==> config.mk <==
export PLATFORM = sky130hd
export DESIGN_NAME = unstriping
export DESIGN_NICKNAME = d
export VERILOG_FILES = /design/src/rtl/unstriping.sv
export SDC_FILE = /design/constraint.sdc
export NUM_CORES = 1
export LEC_CHECK = 0
export CAP_MARGIN = 30
export CORE_MARGIN = 2
export CORE_UTILIZATION = 33
export DETAILED_ROUTE_END_ITERATION = 8
export GPL_TIMING_DRIVEN = 0
export PLACE_DENSITY_LB_ADDON = 0.12
export SYNTH_ARGS = -nofsm -noshare
export SYNTH_HDL_FRONTEND = slang
export SYNTH_SLANG_ARGS = --single-unit
==> constraint.sdc <==
create_clock -name clk_2f -period 2.15 [get_ports clk_2f]
set_clock_uncertainty 0.15 [all_clocks]
set_input_delay 0.215 -clock clk_2f [delete_from_list [all_inputs] [get_ports clk_2f]]
set_output_delay 0.215 -clock clk_2f [all_outputs]
set_load 0.1 [all_outputs]
==> src/rtl/unstriping.sv <==
// Purpose: merges two striped lanes back into one WIDTH-bit word stream at clk_2f,
//          restoring lane-0/lane-1 alternating word order after locking on lane 0.
// Latency: 1 clk_2f cycle (registered outputs); no backpressure, lanes are never stalled.
//
// Ports:
//   clk_2f    double-rate clock, all logic on posedge
//   reset     synchronous active-high reset; drops lock
//   lane_0/1  lane words (lane 0 = even-order words, lane 1 = odd-order words)
//   valid_0/1 lane word qualifiers
//   data_out  merged word, forced to 0 whenever valid_out=0
//   valid_out data_out carries a word this cycle
//   synced    high once locked to lane 0
//   word_cnt  count of words emitted, wraps silently
module unstriping #(
    parameter int WIDTH = 32,
    parameter int CNT_W = 16
) (
    input  logic             clk_2f,
    input  logic             reset,
    input  logic [WIDTH-1:0] lane_0,
    input  logic             valid_0,
    input  logic [WIDTH-1:0] lane_1,
    input  logic             valid_1,
    output logic [WIDTH-1:0] data_out,
    output logic             valid_out,
    output logic             synced,
    output logic [CNT_W-1:0] word_cnt
);

    typedef enum logic {
        IDLE = 1'b0,
        RUN  = 1'b1
    } state_t;

    state_t           state;
    state_t           state_nxt;
    logic             selector;
    logic             selector_nxt;
    logic [WIDTH-1:0] data_nxt;
    logic             valid_nxt;

    always_comb begin
        state_nxt    = state;
        selector_nxt = selector;
        data_nxt     = '0;
        valid_nxt    = 1'b0;
        case (state)
            IDLE: begin
                // Only a lane-0 word can start a stream; a lone lane-1 word is
                // the tail of an earlier stream and is dropped.
                if (valid_0) begin
                    data_nxt     = lane_0;
                    valid_nxt    = 1'b1;
                    selector_nxt = 1'b1;
                    state_nxt    = RUN;
                end
            end
            RUN: begin
                // Free-running selector: gaps never re-align the phase, so the
                // word order survives idle slots. The lane not owning the slot
                // is ignored even if its valid is still held high.
                selector_nxt = ~selector;
                if (!selector) begin
                    if (valid_0) begin
                        data_nxt  = lane_0;
                        valid_nxt = 1'b1;
                    end
                end else begin
                    if (valid_1) begin
                        data_nxt  = lane_1;
                        valid_nxt = 1'b1;
                    end
                end
            end
            default: begin
                state_nxt = IDLE;
            end
        endcase
    end

    always_ff @(posedge clk_2f) begin
        if (reset) begin
            state     <= IDLE;
            selector  <= 1'b0;
            data_out  <= '0;
            valid_out <= 1'b0;
            synced    <= 1'b0;
            word_cnt  <= '0;
        end else begin
            state     <= state_nxt;
            selector  <= selector_nxt;
            data_out  <= data_nxt;
            valid_out <= valid_nxt;
            synced    <= (state_nxt == RUN);
            word_cnt  <= word_cnt + CNT_W'(valid_nxt);
        end
    end

endmodule
==> summary.md, run 1 <==
| Metric | Value |
|---|---|
| Uppermost routed layer | `met4` |
| Kind of critical path | `reg2out` |
| Number of distinct library cells after synthesis | `30` |
| Max Fclk | `472.3 MHz` |
| DR pass1 iterations | `4` |
| Clock sink count | `51` |
| Crit path max fanout | `1` |
| Total track usage | `between 10% and 20%` |
| GP Congestion | `roughly 0.75` |
| Slew headroom | `33.87%` |
| Die Ht | `roughly 80 µm` |
| P_leak | `between 1.5 and 2 nW` |
| Ant. Diodes | `0` |
| Critical path's largest stage delay | `roughly 1.1 ns` |
| Post-layout nets | `between 300 and 400` |
| Syn_nets | `approximately 270` |
| Power density over the cells | `between 600 and 700 mW/mm²` |
| Largest net degree at the start of global routing | `17` |
| Number of placed instances, taps included | `388` |
| Core ar. | `approximately 0.0056 mm²` |
| CP startpoint kind | `flip-flop` |
| Final min period | `2.117 ns` |
| H-Tree Depth | `2` |
| Wirelength, routed | `about 5.5 mm` |
| Post-synth top area share | `a little over half` |
| Worst-path cell chain | `clkdlybuf4s50_1` |
| Syn Area/Cell | `between 9 and 10 µm²` |
| # setup viols final | `0` |
| Vias | `1,907` |
| Syn-to-layout area delta | `80.10%` |
| Crit path max-delay family | `buffers and inverters` |
| Ys async rst share | `0%` |
| Yosys top cell by area | `dfxtp_1` |
| Total global routing overflow | `0` |
| Fin. max-slew vios | `0` |
| CP endpoint kind | `primary output` |
| Post-Syn Area | `0.001918 mm²` |
| Setup TNS | `0 ns` |
| Hold-fix buffers, CTS | `0` |
| Initial antenna violation count | `0` |
| Max-Cap Viols | `0` |
| Register area | `0.001045 mm²` |
| EDFF count, synth | `0` |
| Fin cells | `400` |
| Global-route wire length before repair | `between 8 and 9 mm` |
| Mapped Cells | `200` |
| Synth top area cells | `dfxtp_1 (53%), a22oi_1 (13%), nor2_1 (8.2%)` |
| Initial DRC Count | `56` |
| M1 WL | `2.117 mm` |
| Die area | `0.006438 mm²` |
| Slew @ Worst Pin | `0.9904 ns` |
| Worst-path clk slew | `0.09 ns` |
| Most common cell in the synthesized netlist | `dfxtp_1` |
| Share of layout cells above drive strength 1 | `between 10% and 20%` |
| DRC violations left | `0` |
| Drt wl/cell | `13.78 µm` |
| Max VDD drop | `between 300 and 400 µV` |
| Status | `finished clean` |
| #FFs+latches synth | `51` |
| Met3 wire len | `~430 µm` |
| Slowest-stage cell, CP | `clkdlybuf4s50_1` |
| Data arrival time of the worst path | `1.75 ns` |
| Root Buffer | `clkbuf_8` |
| DIE WIDTH | `80.24 µm` |
| Detailed placement HPWL | `4.180 mm` |
| Routed Antenna Nets | `0` |
| Skew-Pair Late Insertion Delay | `between 0.3 and 0.4 ns` |
| FP Rows | `27` |
| Sequential cell area fraction in the yosys report | `a little over half` |
| Filler Cell Count | `~510` |
| Final Hold Viols | `0` |
| Commonest cells in the synthesized netlist | `dfxtp_1 (51), nor2_1 (42), a22oi_1 (32)` |
| CTS tree | `done` |
| RSZ-0062 raised after global routing | `no` |
| Max clock buf depth | `2` |
| Initial Utilization | `about a third` |
| # IOs | `roughly 120` |
| Required time worst endpoint | `~1.8 ns` |
| Top_reg_cell synth | `dfxtp_1` |
| Total CTS buffers | `5` |
| Via/cell ratio | `about 4.8` |
| Multi-input gate area | `approximately 900 µm²` |
| Number of global-route vias before repair | `~1,800` |
| CP Buf/Inv Count | `1` |
| IO Port Bufs | `between 100 and 150` |
| Hold Path Class | `in2reg` |
| Yosys warns | `0` |
| Met2 WL post-DR | `between 2 and 3 mm` |
| Crit share post-route | `98.48%` |
==> power by group <==
| part | leakage [nW] | total, mW | switching, mW | internal (mW) |
|---|---|---|---|---|
| registers | 0.424 | 1.00 | 0.0195 | 0.984 |
| logic | 1.28 | 0.578 | 0.376 | 0.201 |
| clock network | 0.0626 | 0.749 | 0.331 | 0.417 |
| total | 1.77 | 2.33 | 0.727 | 1.60 |
==> cells in the final DEF (no fill, tap or decap), types with 4 or more instances in the layout <==
cell type | Yosys | routed
a21oi_1 | 7 | 7
a22oi_1 | 32 | 32
buf_2 | 4 | 4
clkbuf_1 | 7 | 6
clkbuf_8 | 0 | 5
clkdlybuf4s50_1 | 0 | 68
dfxtp_1 | 51 | 36
dfxtp_2 | 0 | 13
dlygate4sd2_1 | 0 | 26
dlymetal6s2s_1 | 0 | 22
nand3_1 | 5 | 5
nor2_1 | 42 | 42
nor2b_1 | 6 | 6
o31ai_1 | 4 | 4
or4_1 | 4 | 4
==> worst paths after layout <==
check | startpoint | endpoint | slack, ns | cells past startpoint
setup / recovery | data_out[4]$_SDFF_PP0_ | data_out[4] | 0.03 | 1
hold / removal | valid_0 | state$_SDFF_PP0_ | 0.07 | 3
setup reg to reg | state$_SDFF_PP0_ | word_cnt[12]$_SDFF_PP0_ | 0.13 | 8
hold reg to reg | selector$_SDFFE_PP0P_ | selector$_SDFFE_PP0P_ | 0.34 | 1
==> cells by family after synthesis <==
group | count (synthesis) | synth area share (%)
simple gates | 73 | 19.83
flops | 51 | 53.23
compound gates | 48 | 17.48
buf+inv | 18 | 3.784
mux | 4 | 2.348
xor+xnor | 3 | 1.370
fa+ha+maj | 3 | 1.957
==> what timing repair did <==
action,4_1_cts,5_1_grt
endpoints found under the setup margin,34,30
pin swaps,0,3
buffers inserted,0,3
cloned,0,1
resized for setup,27,31
==> flip-flops by register name (all words and copies together), names as in the netlist <==
name and cells:
data_out 32, selector 1, state 1, word_cnt 16, valid_out 1
==> routing by layer <==
metal,up-vias,track usage (%)
met2,61,28.58
met1,869,18.93
met5,-,0
li1,972,-
met3,5,6.854
met4,0,6.441
==> metrics by stage <==
| stage | power, mW | instance area (µm²) | worst slack, ns | utilization (%) | hold WS (ns) |
|---|---|---|---|---|---|
| 2_1_floorplan | 1.390 | 1973 | -0.08075 | - | 0.1844 |
| 3_3_place_gp | 1.606 | 3224 | -0.4900 | 57.85 | 0.3204 |
| 3_5_place_dp | 1.610 | 3224 | -0.4825 | 57.85 | 0.3300 |
| 4_1_cts | 2.350 | 3327 | -0.01009 | 59.69 | 0.1515 |
| 5_1_grt | 2.416 | 3455 | 0.0002238 | 61.98 | 0.07293 |
| 6_report | 2.330 | 3455 | 0.03263 | 61.98 | 0.07028 |
==> final cells by class <==
cell class | instances | share of cell area [%]
Sequential cell | 51 | 30.24
Buffer | 13 | 1.775
Tap cell | 72 | 2.608
Inverter | 5 | 0.5433
Clock inverter | 2 | 1.087
Timing Repair Buffer | 119 | 34.92
Multi-Input combinational cell | 132 | 26.11
Clock buffer | 6 | 2.716
No activity file was read; power rests on OpenSTA's default activity.
==> inputs of run 2 (changes only) <==
==> constraint.sdc (replaced) <==
create_clock -name clk_2f -period 2.15 [get_ports clk_2f]
set_clock_uncertainty 0.15 [all_clocks]
set_input_delay 0.215 -clock clk_2f [delete_from_list [all_inputs] [get_ports clk_2f]]
set_output_delay 0.215 -clock clk_2f [all_outputs]
set_load 0.005 [all_outputs]
==> run 2 against run 1 <==
  * Critical path depth up 7
  * Core utilization is 0.29 points higher
  * Global-route usage rose by 0.29 points
  * Die area unchanged
  * Largest cell class unchanged
==> summary.md, run 2 (synthesis gave the netlist of run 1 again) <==
| Metric | Value |
|---|---|
| Initial DRC Count | `58` |
| Hold depth | `3` |
| CP endpoint kind | `flip-flop` |
| Largest net degree at the start of global routing | `17` |
| Initial antenna violation count | `0` |
| Post-layout nets | `slightly above 400` |
| Max clock buf depth | `2` |
| Fin cells | `just over 400` |
| Hold worst-path end | `word_cnt[13]$_SDFF_PP0_` |
| Worst-path cell chain | `clkdlybuf4s50_1 -> a21boi_4 -> or2_4 -> ha_4 -> ha_4 -> nand4_4 -> or4_1 -> a21oi_1` |
| Total track usage | `between 15 and 20%` |
| Pint | `roughly 1.7 mW` |
| Drt wl/cell | `roughly 14 µm` |
| Number of placed instances, taps included | `between 300 and 400` |
| Sw frac | `21.25%` |
| Total global routing overflow | `0` |
| Tightest hold margin | `roughly 0.14 ns` |
| Hold Path Class | `in2reg` |
| GP Congestion | `0.7624` |
| Worst r2r path cells | `8` |
| Critical path's largest stage delay | `around 0.53 ns` |
| Final min period | `2.116 ns` |
| Commonest non-fill, non-tap cells in the layout | `clkdlybuf4s50_1 (116), dfxtp_1 (49), nor2_1 (42), a22oi_1 (32), buf_4 (8)` |
| DIE WIDTH | `about 80 µm` |
| Status | `finished clean` |
| Hold path start | `reset` |
| Final Hold Viols | `0` |
| FP Rows | `27` |
| Routed Antenna Nets | `0` |
| Total CTS buffers | `5` |
| Ant. Diodes | `0` |
| Required time worst endpoint | `approximately 2.2 ns` |
| # setup viols final | `0` |
| Slowest-stage cell, CP | `clkdlybuf4s50_1` |
| Slew headroom | `between 60% and 70%` |
| IO Port Bufs | `between 100 and 150` |
| DR pass1 iterations | `4` |
| Initial Utilization | `about a third` |
| Hold-fix buffers, CTS | `0` |
| Clock power frac | `a little under two fifths` |
| Register bank with the most flops | `data_out` |
| Syn-to-layout area delta | `80.95%` |
| CTS tree | `done` |
| Die Ht | `~80 µm` |
| Sequential Power Share | `between 40% and 50%` |
| CP Buf/Inv Count | `1` |
| Max-Cap Viols | `0` |
| DRC violations left | `0` |
| Most numerous cell on the critical path | `ha_4` |
| P_leak | `1.329 nW` |
| Root Buffer | `clkbuf_8` |
| RSZ-0062 raised after global routing | `yes` |
| Share of layout cells above drive strength 1 | `a little under an eighth` |
| Kind of critical path | `in2reg` |
| FF-to-FF End | `word_cnt[12]$_SDFF_PP0_` |
| Wirelength, routed | `between 5 and 6 mm` |
| Reg-to-reg slack, setup | `roughly 0.05 ns` |
| RR Startpoint | `state$_SDFF_PP0_` |
| Data arrival time of the worst path | `2.20 ns` |
| Combinational Power Share | `between 10% and 20%` |
| Crit path max fanout | `5` |
| H-Tree Depth | `2` |
| Crit share post-route | `between 90% and 100%` |
| Net Switching | `approximately 0.45 mW` |
| Vias | `between 1,500 and 2,000` |
| Via/cell ratio | `between 4 and 5` |
| Skew-Pair Late Insertion Delay | `~0.30 ns` |
| Die area | `around 0.0064 mm²` |
| Fin. max-slew vios | `0` |
| Global-route wire length before repair | `a little under 9 mm` |
| Largest register FFs | `32` |
| Filler Cell Count | `between 400 and 500` |
| Top Registers | `data_out (32), word_cnt (16)` |
| Max VDD drop | `roughly 300 µV` |
| CP startpoint kind | `input port` |
| Clock sink count | `51` |
| Crit path max-delay family | `simple AND/OR/NAND/NOR gates` |
| Number of global-route vias before repair | `between 1,500 and 2,000` |
| Max Fclk | `roughly 470 MHz` |
| Slew @ Worst Pin | `approximately 0.53 ns` |
| Power density over the cells | `612.0 mW/mm²` |
| Core ar. | `approximately 0.0056 mm²` |
| # IOs | `118` |
| Worst-path clk slew | `0.09 ns` |
| Detailed placement HPWL | `approximately 4.1 mm` |
| Most common library cell in the layout ignoring fill and taps | `clkdlybuf4s50_1` |
-- run 2: cell count changes in the layout (fill, tap and decap cells not counted), sizes merged --
cell	previous run	this run
clkdlybuf4s50	68	116
bufinv	1	2
dlygate4sd2	26	0
buf	10	16
dlymetal6s2s	22	0
clkbuf	12	11
-- run 2: routing by layer --
metal	global-route usage, %	up-vias	part of all wire, %
li1	-	984	-
met1	18.61	892	39
met2	30.25	63	52
met3	7.640	4	8.2
met4	4.746	0	0.91
met5	0	-	0
-- run 2: worst reg2reg max path: stages, from the launching register on --
cell and delay [ns]:
dfxtp_4 0.36, buf_4 0.14, a21boi_4 0.13, or2_4 0.15
ha_4 0.15, ha_4 0.16, nand4_4 0.15, or4_1 0.51
a21oi_1 0.13
-- run 2: area by class of cell --
cell class	instances	area [µm²]	share of cell area, %
repair buffers	125	1232	35.51
flip-flops and latches	51	1028	29.63
multi-input cells	132	903.4	26.03
well taps	72	90.09	2.596
clock buffers	5	68.82	1.983
clock inverters	3	67.56	1.947
plain buffers	13	61.31	1.766
inverters	5	18.77	0.5407
-- run 2: stage by stage --
stage	cell area (µm²)	setup TNS, ns	utilization, %	setup slack [ns]	total power, mW
2_1_floorplan	1934	0	-	0.01059	1.116
3_3_place_gp	3186	-5.302	57.15	-0.6723	1.332
3_5_place_dp	3186	-6.347	57.15	-0.7366	1.335
4_1_cts	3392	0	60.85	0.02255	2.136
5_1_grt	3471	-0.05185	62.27	-0.05185	2.217
6_report	3471	0	62.27	0.03406	2.124
-- run 2: worst max path at each step --
| stage | slack, ns | cells after the start | startpoint | endpoint |
|---|---|---|---|---|
| floorplan | 0.01 | 8 | state$_SDFF_PP0_ | word_cnt[12]$_SDFF_PP0_ |
| global placement | -0.67 | 8 | valid_0 | word_cnt[14]$_SDFF_PP0_ |
| detailed placement | -0.74 | 8 | valid_0 | word_cnt[14]$_SDFF_PP0_ |
| CTS | 0.02 | 8 | selector$_SDFFE_PP0P_ | word_cnt[14]$_SDFF_PP0_ |
| global route | -0.05 | 8 | selector$_SDFFE_PP0P_ | word_cnt[12]$_SDFF_PP0_ |
| finish | 0.03 | 8 | valid_0 | word_cnt[12]$_SDFF_PP0_ |
-- run 2: power by group through the flow --
stage          Combinational, mW  Clock, mW  Sequential (mW)
4_1_cts                    0.329      0.805             1.00
6_report                   0.339      0.782             1.00
3_3_place_gp               0.310          0             1.02
5_1_grt                    0.372      0.838             1.01
2_1_floorplan             0.0888          0             1.03
3_5_place_dp               0.312          0             1.02
-- run 2: repair_timing --
| item | 4_1_cts | 5_1_grt |
|---|---|---|
| cloned | 0 | 1 |
| pin swaps | 1 | 4 |
| setup buffers | 5 | 5 |
| setup endpoints to repair | 10 | 4 |
| gates resized for setup | 10 | 7 |
